--- src/rtl/uart_pkg.sv ---
// uart_pkg: shared state encodings and line constants for uart_word_io.
// Holds the read/write FSM state types and the serialiser state type.
package uart_pkg;

  typedef enum logic [1:0] {
    R_IDLE,
    R_WAIT,
    R_POP,
    R_DONE
  } rd_state_t;

  typedef enum logic [1:0] {
    W_IDLE,
    W_WAIT,
    W_PUSH,
    W_DONE
  } wr_state_t;

  typedef enum logic [1:0] {
    IDLE,
    START,
    DATA,
    STOP
  } ser_state_t;

  localparam logic UART_IDLE = 1'b1;

endpackage

--- src/rtl/uart_byte_fifo.sv ---
// uart_byte_fifo: DEPTH-entry byte FIFO, head entry shown combinationally on dout.
// Ports: push/din write, pop/dout read, count/full/empty status; async active-low reset.
module uart_byte_fifo #(
  parameter int DEPTH = 16
) (
  input  logic                     clk,
  input  logic                     rstn,
  input  logic                     push,
  input  logic [7:0]               din,
  input  logic                     pop,
  output logic [7:0]               dout,
  output logic [$clog2(DEPTH):0]   count,
  output logic                     full,
  output logic                     empty
);
  localparam int AW = $clog2(DEPTH);
  localparam int NW = AW + 1;

  logic [AW-1:0] wr_ptr_q, wr_ptr_d;
  logic [AW-1:0] rd_ptr_q, rd_ptr_d;
  logic [NW-1:0] count_q, count_d;
  logic [7:0]    mem_q [DEPTH];
  logic [7:0]    mem_d [DEPTH];
  logic          do_push;
  logic          do_pop;

  assign full  = (count_q == NW'(DEPTH));
  assign empty = (count_q == '0);
  assign count = count_q;
  assign dout  = mem_q[rd_ptr_q];

  // A push into a full FIFO is refused even if a pop happens alongside.
  assign do_push = push && !full;
  assign do_pop  = pop && !empty;

  always_comb begin
    wr_ptr_d = wr_ptr_q;
    rd_ptr_d = rd_ptr_q;
    count_d  = count_q;
    mem_d    = mem_q;
    if (do_push) begin
      mem_d[wr_ptr_q] = din;
      wr_ptr_d        = wr_ptr_q + AW'(1);
    end
    if (do_pop) begin
      rd_ptr_d = rd_ptr_q + AW'(1);
    end
    if (do_push && !do_pop) begin
      count_d = count_q + NW'(1);
    end else if (!do_push && do_pop) begin
      count_d = count_q - NW'(1);
    end
  end

  always_ff @(posedge clk or negedge rstn) begin
    if (!rstn) begin
      wr_ptr_q <= '0;
      rd_ptr_q <= '0;
      count_q  <= '0;
      mem_q    <= '{default: '0};
    end else begin
      wr_ptr_q <= wr_ptr_d;
      rd_ptr_q <= rd_ptr_d;
      count_q  <= count_d;
      mem_q    <= mem_d;
    end
  end

endmodule

--- src/rtl/uart_word_io.sv ---
// uart_word_io: word-wide UART bridge with own rx/tx serialisers and byte FIFOs.
// Ports: ren/rdata/rbusy/rdone read, wen/wdata/wbusy/wdone write, rx/tx line, sticky errors.
module uart_word_io
  import uart_pkg::*;
#(
  parameter int CLK_PER_BIT = 868,
  parameter int WORD_BYTES  = 4,
  parameter int FIFO_DEPTH  = 16
) (
  input  logic                    clk,
  input  logic                    rstn,
  input  logic                    ren,
  output logic [8*WORD_BYTES-1:0] rdata,
  output logic                    rbusy,
  output logic                    rdone,
  input  logic                    wen,
  input  logic [8*WORD_BYTES-1:0] wdata,
  output logic                    wbusy,
  output logic                    wdone,
  input  logic                    clr_err,
  output logic                    rx_overrun,
  output logic                    frame_err,
  input  logic                    rx,
  output logic                    tx
);
  localparam int CW = $clog2(CLK_PER_BIT);
  localparam int NW = $clog2(FIFO_DEPTH) + 1;
  localparam int WW = 8 * WORD_BYTES;

  localparam logic [CW-1:0] BIT_END   = CW'(CLK_PER_BIT - 1);
  localparam logic [CW-1:0] HALF_END  = CW'(CLK_PER_BIT / 2 - 1);
  localparam logic [2:0]    LAST_IDX  = 3'(WORD_BYTES - 1);
  localparam logic [NW-1:0] WORD_CNT  = NW'(WORD_BYTES);
  localparam logic [NW-1:0] DEPTH_CNT = NW'(FIFO_DEPTH);

  // FIFO hookup
  logic          rx_push, rx_pop, rx_full, rx_empty;
  logic [7:0]    rx_dout;
  logic [NW-1:0] rx_count;
  logic          tx_push, tx_pop, tx_full, tx_empty;
  logic [7:0]    tx_din, tx_dout;
  logic [NW-1:0] tx_count;

  // rx serialiser
  logic          rx_s1_q, rx_s2_q, rx_prev_q;
  ser_state_t    rx_st_q, rx_st_d;
  logic [CW-1:0] rx_cnt_q, rx_cnt_d;
  logic [2:0]    rx_bit_q, rx_bit_d;
  logic [7:0]    rx_sh_q, rx_sh_d;
  logic          rx_done, frame_ev, ovr_ev;
  logic          rx_overrun_q, rx_overrun_d;
  logic          frame_err_q, frame_err_d;

  // read FSM
  rd_state_t     rd_st_q, rd_st_d;
  logic [2:0]    rd_idx_q, rd_idx_d;
  logic [WW-1:0] rdata_q, rdata_d;

  // write FSM
  wr_state_t     wr_st_q, wr_st_d;
  logic [2:0]    wr_idx_q, wr_idx_d;
  logic [WW-1:0] wdata_q, wdata_d;

  // tx serialiser
  ser_state_t    tx_st_q, tx_st_d;
  logic [CW-1:0] tx_cnt_q, tx_cnt_d;
  logic [2:0]    tx_bit_q, tx_bit_d;
  logic [7:0]    tx_sh_q, tx_sh_d;
  logic          tx_q, tx_d;

  uart_byte_fifo #(.DEPTH(FIFO_DEPTH)) u_rx_fifo (
    .clk   (clk),
    .rstn  (rstn),
    .push  (rx_push),
    .din   (rx_sh_q),
    .pop   (rx_pop),
    .dout  (rx_dout),
    .count (rx_count),
    .full  (rx_full),
    .empty (rx_empty)
  );

  uart_byte_fifo #(.DEPTH(FIFO_DEPTH)) u_tx_fifo (
    .clk   (clk),
    .rstn  (rstn),
    .push  (tx_push),
    .din   (tx_din),
    .pop   (tx_pop),
    .dout  (tx_dout),
    .count (tx_count),
    .full  (tx_full),
    .empty (tx_empty)
  );

  // ---------------- rx serialiser ----------------
  always_comb begin
    rx_st_d  = rx_st_q;
    rx_cnt_d = rx_cnt_q + CW'(1);
    rx_bit_d = rx_bit_q;
    rx_sh_d  = rx_sh_q;
    rx_done  = 1'b0;
    frame_ev = 1'b0;
    unique case (rx_st_q)
      IDLE: begin
        rx_cnt_d = '0;
        if (rx_prev_q && !rx_s2_q) rx_st_d = START;
      end
      START: begin
        // Mid start bit: a high line means the edge was a glitch.
        if (rx_cnt_q == HALF_END) begin
          rx_cnt_d = '0;
          rx_bit_d = '0;
          rx_st_d  = rx_s2_q ? IDLE : DATA;
        end
      end
      DATA: begin
        if (rx_cnt_q == BIT_END) begin
          rx_cnt_d = '0;
          rx_sh_d  = {rx_s2_q, rx_sh_q[7:1]};
          rx_bit_d = rx_bit_q + 3'd1;
          if (rx_bit_q == 3'd7) rx_st_d = STOP;
        end
      end
      STOP: begin
        if (rx_cnt_q == BIT_END) begin
          rx_cnt_d = '0;
          rx_st_d  = IDLE;
          if (rx_s2_q) rx_done = 1'b1;
          else         frame_ev = 1'b1;
        end
      end
      default: rx_st_d = IDLE;
    endcase
  end

  assign rx_push = rx_done && !rx_full;
  assign ovr_ev  = rx_done && rx_full;

  // A new error event wins over a same-cycle clear.
  assign rx_overrun_d = (rx_overrun_q && !clr_err) || ovr_ev;
  assign frame_err_d  = (frame_err_q && !clr_err) || frame_ev;

  // ---------------- read FSM ----------------
  always_comb begin
    rd_st_d  = rd_st_q;
    rd_idx_d = rd_idx_q;
    rdata_d  = rdata_q;
    rx_pop   = 1'b0;
    unique case (rd_st_q)
      R_IDLE: begin
        rd_idx_d = '0;
        if (ren) rd_st_d = R_WAIT;
      end
      R_WAIT: begin
        if (rx_count >= WORD_CNT) rd_st_d = R_POP;
      end
      R_POP: begin
        rx_pop                   = !rx_empty;
        rdata_d[8*rd_idx_q +: 8] = rx_dout;
        rd_idx_d                 = rd_idx_q + 3'd1;
        if (rd_idx_q == LAST_IDX) rd_st_d = R_DONE;
      end
      R_DONE: rd_st_d = R_IDLE;
      default: rd_st_d = R_IDLE;
    endcase
  end

  // ---------------- write FSM ----------------
  always_comb begin
    wr_st_d  = wr_st_q;
    wr_idx_d = wr_idx_q;
    wdata_d  = wdata_q;
    tx_push  = 1'b0;
    unique case (wr_st_q)
      W_IDLE: begin
        wr_idx_d = '0;
        if (wen) begin
          wdata_d = wdata;
          wr_st_d = W_WAIT;
        end
      end
      W_WAIT: begin
        if ((DEPTH_CNT - tx_count) >= WORD_CNT) wr_st_d = W_PUSH;
      end
      W_PUSH: begin
        // Word is shifted down so the low byte is always next out.
        tx_push  = !tx_full;
        wdata_d  = wdata_q >> 8;
        wr_idx_d = wr_idx_q + 3'd1;
        if (wr_idx_q == LAST_IDX) wr_st_d = W_DONE;
      end
      W_DONE: wr_st_d = W_IDLE;
      default: wr_st_d = W_IDLE;
    endcase
  end

  assign tx_din = wdata_q[7:0];

  // ---------------- tx serialiser ----------------
  always_comb begin
    tx_st_d  = tx_st_q;
    tx_cnt_d = tx_cnt_q + CW'(1);
    tx_bit_d = tx_bit_q;
    tx_sh_d  = tx_sh_q;
    tx_d     = tx_q;
    tx_pop   = 1'b0;
    unique case (tx_st_q)
      IDLE: begin
        tx_cnt_d = '0;
        if (!tx_empty) begin
          tx_pop  = 1'b1;
          tx_sh_d = tx_dout;
          tx_d    = 1'b0;
          tx_st_d = START;
        end
      end
      START: begin
        if (tx_cnt_q == BIT_END) begin
          tx_cnt_d = '0;
          tx_bit_d = '0;
          tx_d     = tx_sh_q[0];
          tx_st_d  = DATA;
        end
      end
      DATA: begin
        if (tx_cnt_q == BIT_END) begin
          tx_cnt_d = '0;
          if (tx_bit_q == 3'd7) begin
            tx_d    = UART_IDLE;
            tx_st_d = STOP;
          end else begin
            tx_sh_d  = {1'b0, tx_sh_q[7:1]};
            tx_d     = tx_sh_q[1];
            tx_bit_d = tx_bit_q + 3'd1;
          end
        end
      end
      STOP: begin
        if (tx_cnt_q == BIT_END) begin
          tx_cnt_d = '0;
          // Chain straight into the next start bit when more is queued.
          if (!tx_empty) begin
            tx_pop  = 1'b1;
            tx_sh_d = tx_dout;
            tx_d    = 1'b0;
            tx_st_d = START;
          end else begin
            tx_d    = UART_IDLE;
            tx_st_d = IDLE;
          end
        end
      end
      default: tx_st_d = IDLE;
    endcase
  end

  // ---------------- state registers ----------------
  always_ff @(posedge clk or negedge rstn) begin
    if (!rstn) begin
      rx_s1_q      <= UART_IDLE;
      rx_s2_q      <= UART_IDLE;
      rx_prev_q    <= UART_IDLE;
      rx_st_q      <= IDLE;
      rx_cnt_q     <= '0;
      rx_bit_q     <= '0;
      rx_sh_q      <= '0;
      rx_overrun_q <= 1'b0;
      frame_err_q  <= 1'b0;
      rd_st_q      <= R_IDLE;
      rd_idx_q     <= '0;
      rdata_q      <= '0;
      wr_st_q      <= W_IDLE;
      wr_idx_q     <= '0;
      wdata_q      <= '0;
      tx_st_q      <= IDLE;
      tx_cnt_q     <= '0;
      tx_bit_q     <= '0;
      tx_sh_q      <= '0;
      tx_q         <= UART_IDLE;
    end else begin
      rx_s1_q      <= rx;
      rx_s2_q      <= rx_s1_q;
      rx_prev_q    <= rx_s2_q;
      rx_st_q      <= rx_st_d;
      rx_cnt_q     <= rx_cnt_d;
      rx_bit_q     <= rx_bit_d;
      rx_sh_q      <= rx_sh_d;
      rx_overrun_q <= rx_overrun_d;
      frame_err_q  <= frame_err_d;
      rd_st_q      <= rd_st_d;
      rd_idx_q     <= rd_idx_d;
      rdata_q      <= rdata_d;
      wr_st_q      <= wr_st_d;
      wr_idx_q     <= wr_idx_d;
      wdata_q      <= wdata_d;
      tx_st_q      <= tx_st_d;
      tx_cnt_q     <= tx_cnt_d;
      tx_bit_q     <= tx_bit_d;
      tx_sh_q      <= tx_sh_d;
      tx_q         <= tx_d;
    end
  end

  assign rdata      = rdata_q;
  assign rbusy      = (rd_st_q == R_WAIT) || (rd_st_q == R_POP);
  assign rdone      = (rd_st_q == R_DONE);
  assign wbusy      = (wr_st_q == W_WAIT) || (wr_st_q == W_PUSH);
  assign wdone      = (wr_st_q == W_DONE);
  assign rx_overrun = rx_overrun_q;
  assign frame_err  = frame_err_q;
  assign tx         = tx_q;

endmodule

--- config.mk ---
export PLATFORM = sky130hd
export DESIGN_NAME = uart_word_io
export DESIGN_NICKNAME = d
export VERILOG_FILES = /design/src/rtl/uart_pkg.sv /design/src/rtl/uart_byte_fifo.sv /design/src/rtl/uart_word_io.sv
export SDC_FILE = /design/constraint.sdc
export NUM_CORES = 1
export LEC_CHECK = 0
export ABC_CLOCK_PERIOD_IN_PS = 3100
export CAP_MARGIN = 40
export CORE_MARGIN = 3
export CORE_UTILIZATION = 45
export DETAILED_ROUTE_END_ITERATION = 7
export PLACE_DENSITY = 0.69
export SLEW_MARGIN = 20
export SYNTH_ARGS = -nofsm -noshare
export SYNTH_HDL_FRONTEND = slang
export SYNTH_HIERARCHICAL = 1
export SYNTH_SLANG_ARGS = --single-unit
--- constraint.sdc ---
create_clock -name clk -period 3.1 [get_ports clk]
set_input_delay 0.31 -clock clk [delete_from_list [all_inputs] [get_ports clk]]
set_output_delay 0.31 -clock clk [all_outputs]
set_load 0.02 [all_outputs]
==> flow_summary.json <==
{
  "hold_depth": 1,
  "syn2layout_area_growth_pct": 14.35,
  "antenna_left": 0,
  "period_minus_slack_ns": 2.940,
  "dr_total_vias": 11780,
  "required_ns": 3.55,
  "gp_congestion": 0.7967,
  "cts_buffers": 41,
  "antenna_found_initial": 0,
  "clk_pin_slew_worst_paths_ns": 0.06,
  "viasPerCell": 5.458,
  "cts_tree": "done",
  "hold_viol": 0,
  "grt_overflow": 0,
  "clock-sinks": 408,
  "max_stage_delay_ns": 0.41,
  "maxCapViolations": 0,
  "htreeDepth": 2,
  "core-area_um2": 42420,
  "syn_area_per_cell_um2": 13.20,
  "cp_slowest_cell": "dfrtp_1",
  "drt-total-wl_mm": 40.35,
  "worstHoldPathType": "in -> reg",
  "syn-num-nets": 1566,
  "clock_latency_ns": 0.54,
  "slew_violations": 0,
  "ys.warnings.count": 6,
  "rsz0062_at_grt": "false",
  "drive_gt1_share_pct": 30.66,
  "r2r_cells": 13,
  "die_y_um": 214.5,
  "first_global_vias": 12300,
  "fin_area_um2": 22370,
  "setup_viol": 0,
  "drcViolationCount": 0,
  "status": "finished clean",
  "regToRegSetupSlack_ns": 0.16,
  "drt_first_pass_iters": 5,
  "grt_pass1_wl_mm": 66.31,
  "finalPower_mw": 17.69,
  "port_buffers": 76,
  "hpwl_mm": 27.29,
  "final_util_pct": 52.75,
  "synth_ff_type": "dfrtp_1",
  "max_slew_margin_pct": 44.79,
  "wl_per_cell_um": 18.69,
  "p_per_area_nw_per_um2": 790.6,
  "tns_ns": 0,
  "worst_pin_slew_ns": 0.8281,
  "dpl_cell_area_um2": 20970,
  "num_antenna_cells": 0,
  "postSynth.asyncResetShare_pct": 100.0,
  "synth_cells": 1482,
  "leakagePower_nw": 10.24,
  "period_share_pct": 94.85,
  "die_area_um2": 46020,
  "synth.top_cell.area_share_pct": 51.67,
  "grt_max_degree": 98,
  "hold_slack_ns": 0.1856,
  "arrival_ns": 3.39,
  "ios": 77,
  "crit_path_end_kind": "register",
  "ys_top_cells_by_count": "dfrtp_1 (404), mux2_2 (281), nand2_1 (108), mux2i_1 (95), o21ai_0 (86)",
  "critical_path_class": "reg -> reg",
  "worstPathMaxFanout": 5,
  "cts_buffer_depth": 3,
  "ys_types": 72,
  "synth_top_cell_by_area": "dfrtp_1",
  "crit_chain": "ha_4 -> nand4b_1 -> nor3_2 -> nand3_1 -> nor3b_2 -> a21boi_4 -> ha_2 -> inv_2 -> fa_2 -> a21o_1 -> a21oi_2 -> mux2i_1 -> xnor2_1",
  "synth_edf_count": 0,
  "initial_core_util_pct": 46.13,
  "start_kind": "register",
  "syn_area_um2": 19570,
  "peakVddDrop_v": 0.0004336,
  "dieWidth_um": 214.5,
  "yosysMostFrequentCell": "dfrtp_1",
  "row_count": 75,
  "seq_area_frac_synth_pct": 52.21,
  "ys_top_cells_by_area": "dfrtp_1 (52%), mux2_2 (16%), mux2i_1 (4.9%)",
  "root_buffer": "clkbuf_16",
  "fin_nets": 1634,
  "ys_ff_latch": 408,
  "fin_skew_ns": 0.01763,
  "drtIter0Drc": 658,
  "fmax_mhz": 340.1,
  "grt_util_all_layers_pct": 17.48
}
cell usage in the layout, fill, tap and decap left out, types with 10 or more instances in the layout:
cell type,n
o21ai_0,86
ha_1,41
mux2i_1,94
mux4_2,32
xnor2_1,25
dfrtp_1,402
xor2_1,11
mux2_2,281
nand2_1,108
buf_4,30
nand2b_1,13
nor2b_1,10
nand3_1,21
clkbuf_16,43
inv_1,36
a22oi_1,17
clkdlybuf4s50_1,75
a221oi_1,33
nand3_4,24
nor2_1,38
final cells by class:
class                      count  area, um2
timing repair buffer         112       1101
clock inverter                16      143.9
fill                        3600      20040
clock buffer                  59       1216
multi-input combinational    947       8823
inverter                      40      150.1
sequential                   408      10220
tap                          577      721.9
kinds of logic after synthesis:
logic type	synth area share, %
compound gates	5.973
fa+ha+maj	3.018
buf+inv	2.948
mux	25.58
simple gates	8.665
flops	52.21
xor+xnor	1.611
per-layer routing:
layer / GRT usage [%] / share of wire (%)
met1: 22.88 / 44
met2: 30.61 / 51
met3: 2.636 / 2.7
met4: 4.391 / 2.2
met5: 0 / 0
through the flow:
stage / instances / setup slack [ns]
2_1_floorplan: 1482 / 0.01502
6_report: 2159 / 0.1596
3_3_place_gp: 2081 / 0.1834
5_1_grt: 2159 / 0.001752
4_1_cts: 2157 / 0.07610
3_5_place_dp: 2081 / 0.1020
worst max-delay path: cells and delay by family (launching register included):
kind | cells | cell delay [ns]
muxes | 1 | 0.24
and+or+nand+nor | 4 | 0.71
adders and majority gates | 3 | 0.74
buffers and inverters | 1 | 0.07
xor gates and xnor gates | 1 | 0.14
DFF | 1 | 0.41
AOI/OAI and AO/OA | 3 | 0.54
power by group:
part | switching (mW) | total [mW] | internal [mW] | leakage (nW)
logic | 2.70 | 5.29 | 2.59 | 4.09
registers | 0.964 | 7.45 | 6.49 | 5.48
clock network | 2.04 | 4.94 | 2.90 | 0.665
total | 5.70 | 17.7 | 12.0 | 10.2
worst paths after layout:
kind / start / endpoint
worst max-delay path: rx_cnt_q[0] / u_rx_fifo/count[4]
worst min-delay path: rx / rx_s1_q
worst max register to register: rx_cnt_q[0] / u_rx_fifo/count[4]
worst min register to register: rx_s1_q / rx_s2_q
max in group asynchronous: rstn / rx_s2_q
min in group asynchronous: rstn / u_tx_fifo/mem_q[51]
registers in the layout (all words and copies together), names as in the netlist, 2 cells and up, named ones only:
signal	flops
u_rx_fifo/mem_q	128
u_tx_fifo/mem_q	128
rdata	32
wdata_q	32
rx_cnt_q	10
tx_cnt_q	10
rx_sh_q	8
tx_sh_q	8
u_rx_fifo/count	5
u_tx_fifo/count	5
u_rx_fifo/rd_ptr_q	4
u_rx_fifo/wr_ptr_q	4
u_tx_fifo/rd_ptr_q	4
u_tx_fifo/wr_ptr_q	4
rd_idx_q	3
rx_bit_q	3
tx_bit_q	3
wr_idx_q	3
rd_st_q	2
tx_st_q	2
wr_st_q	2
what timing repair did:
action / 4_1_cts / 5_1_grt
buffers inserted: 0 / 2
hold endpoints to repair: 89 / 0
setup endpoints to repair: 0 / 2
resized for setup: 0 / 5
hold buffers: 1 / 0
No activity file was read; power rests on OpenSTA's default activity.
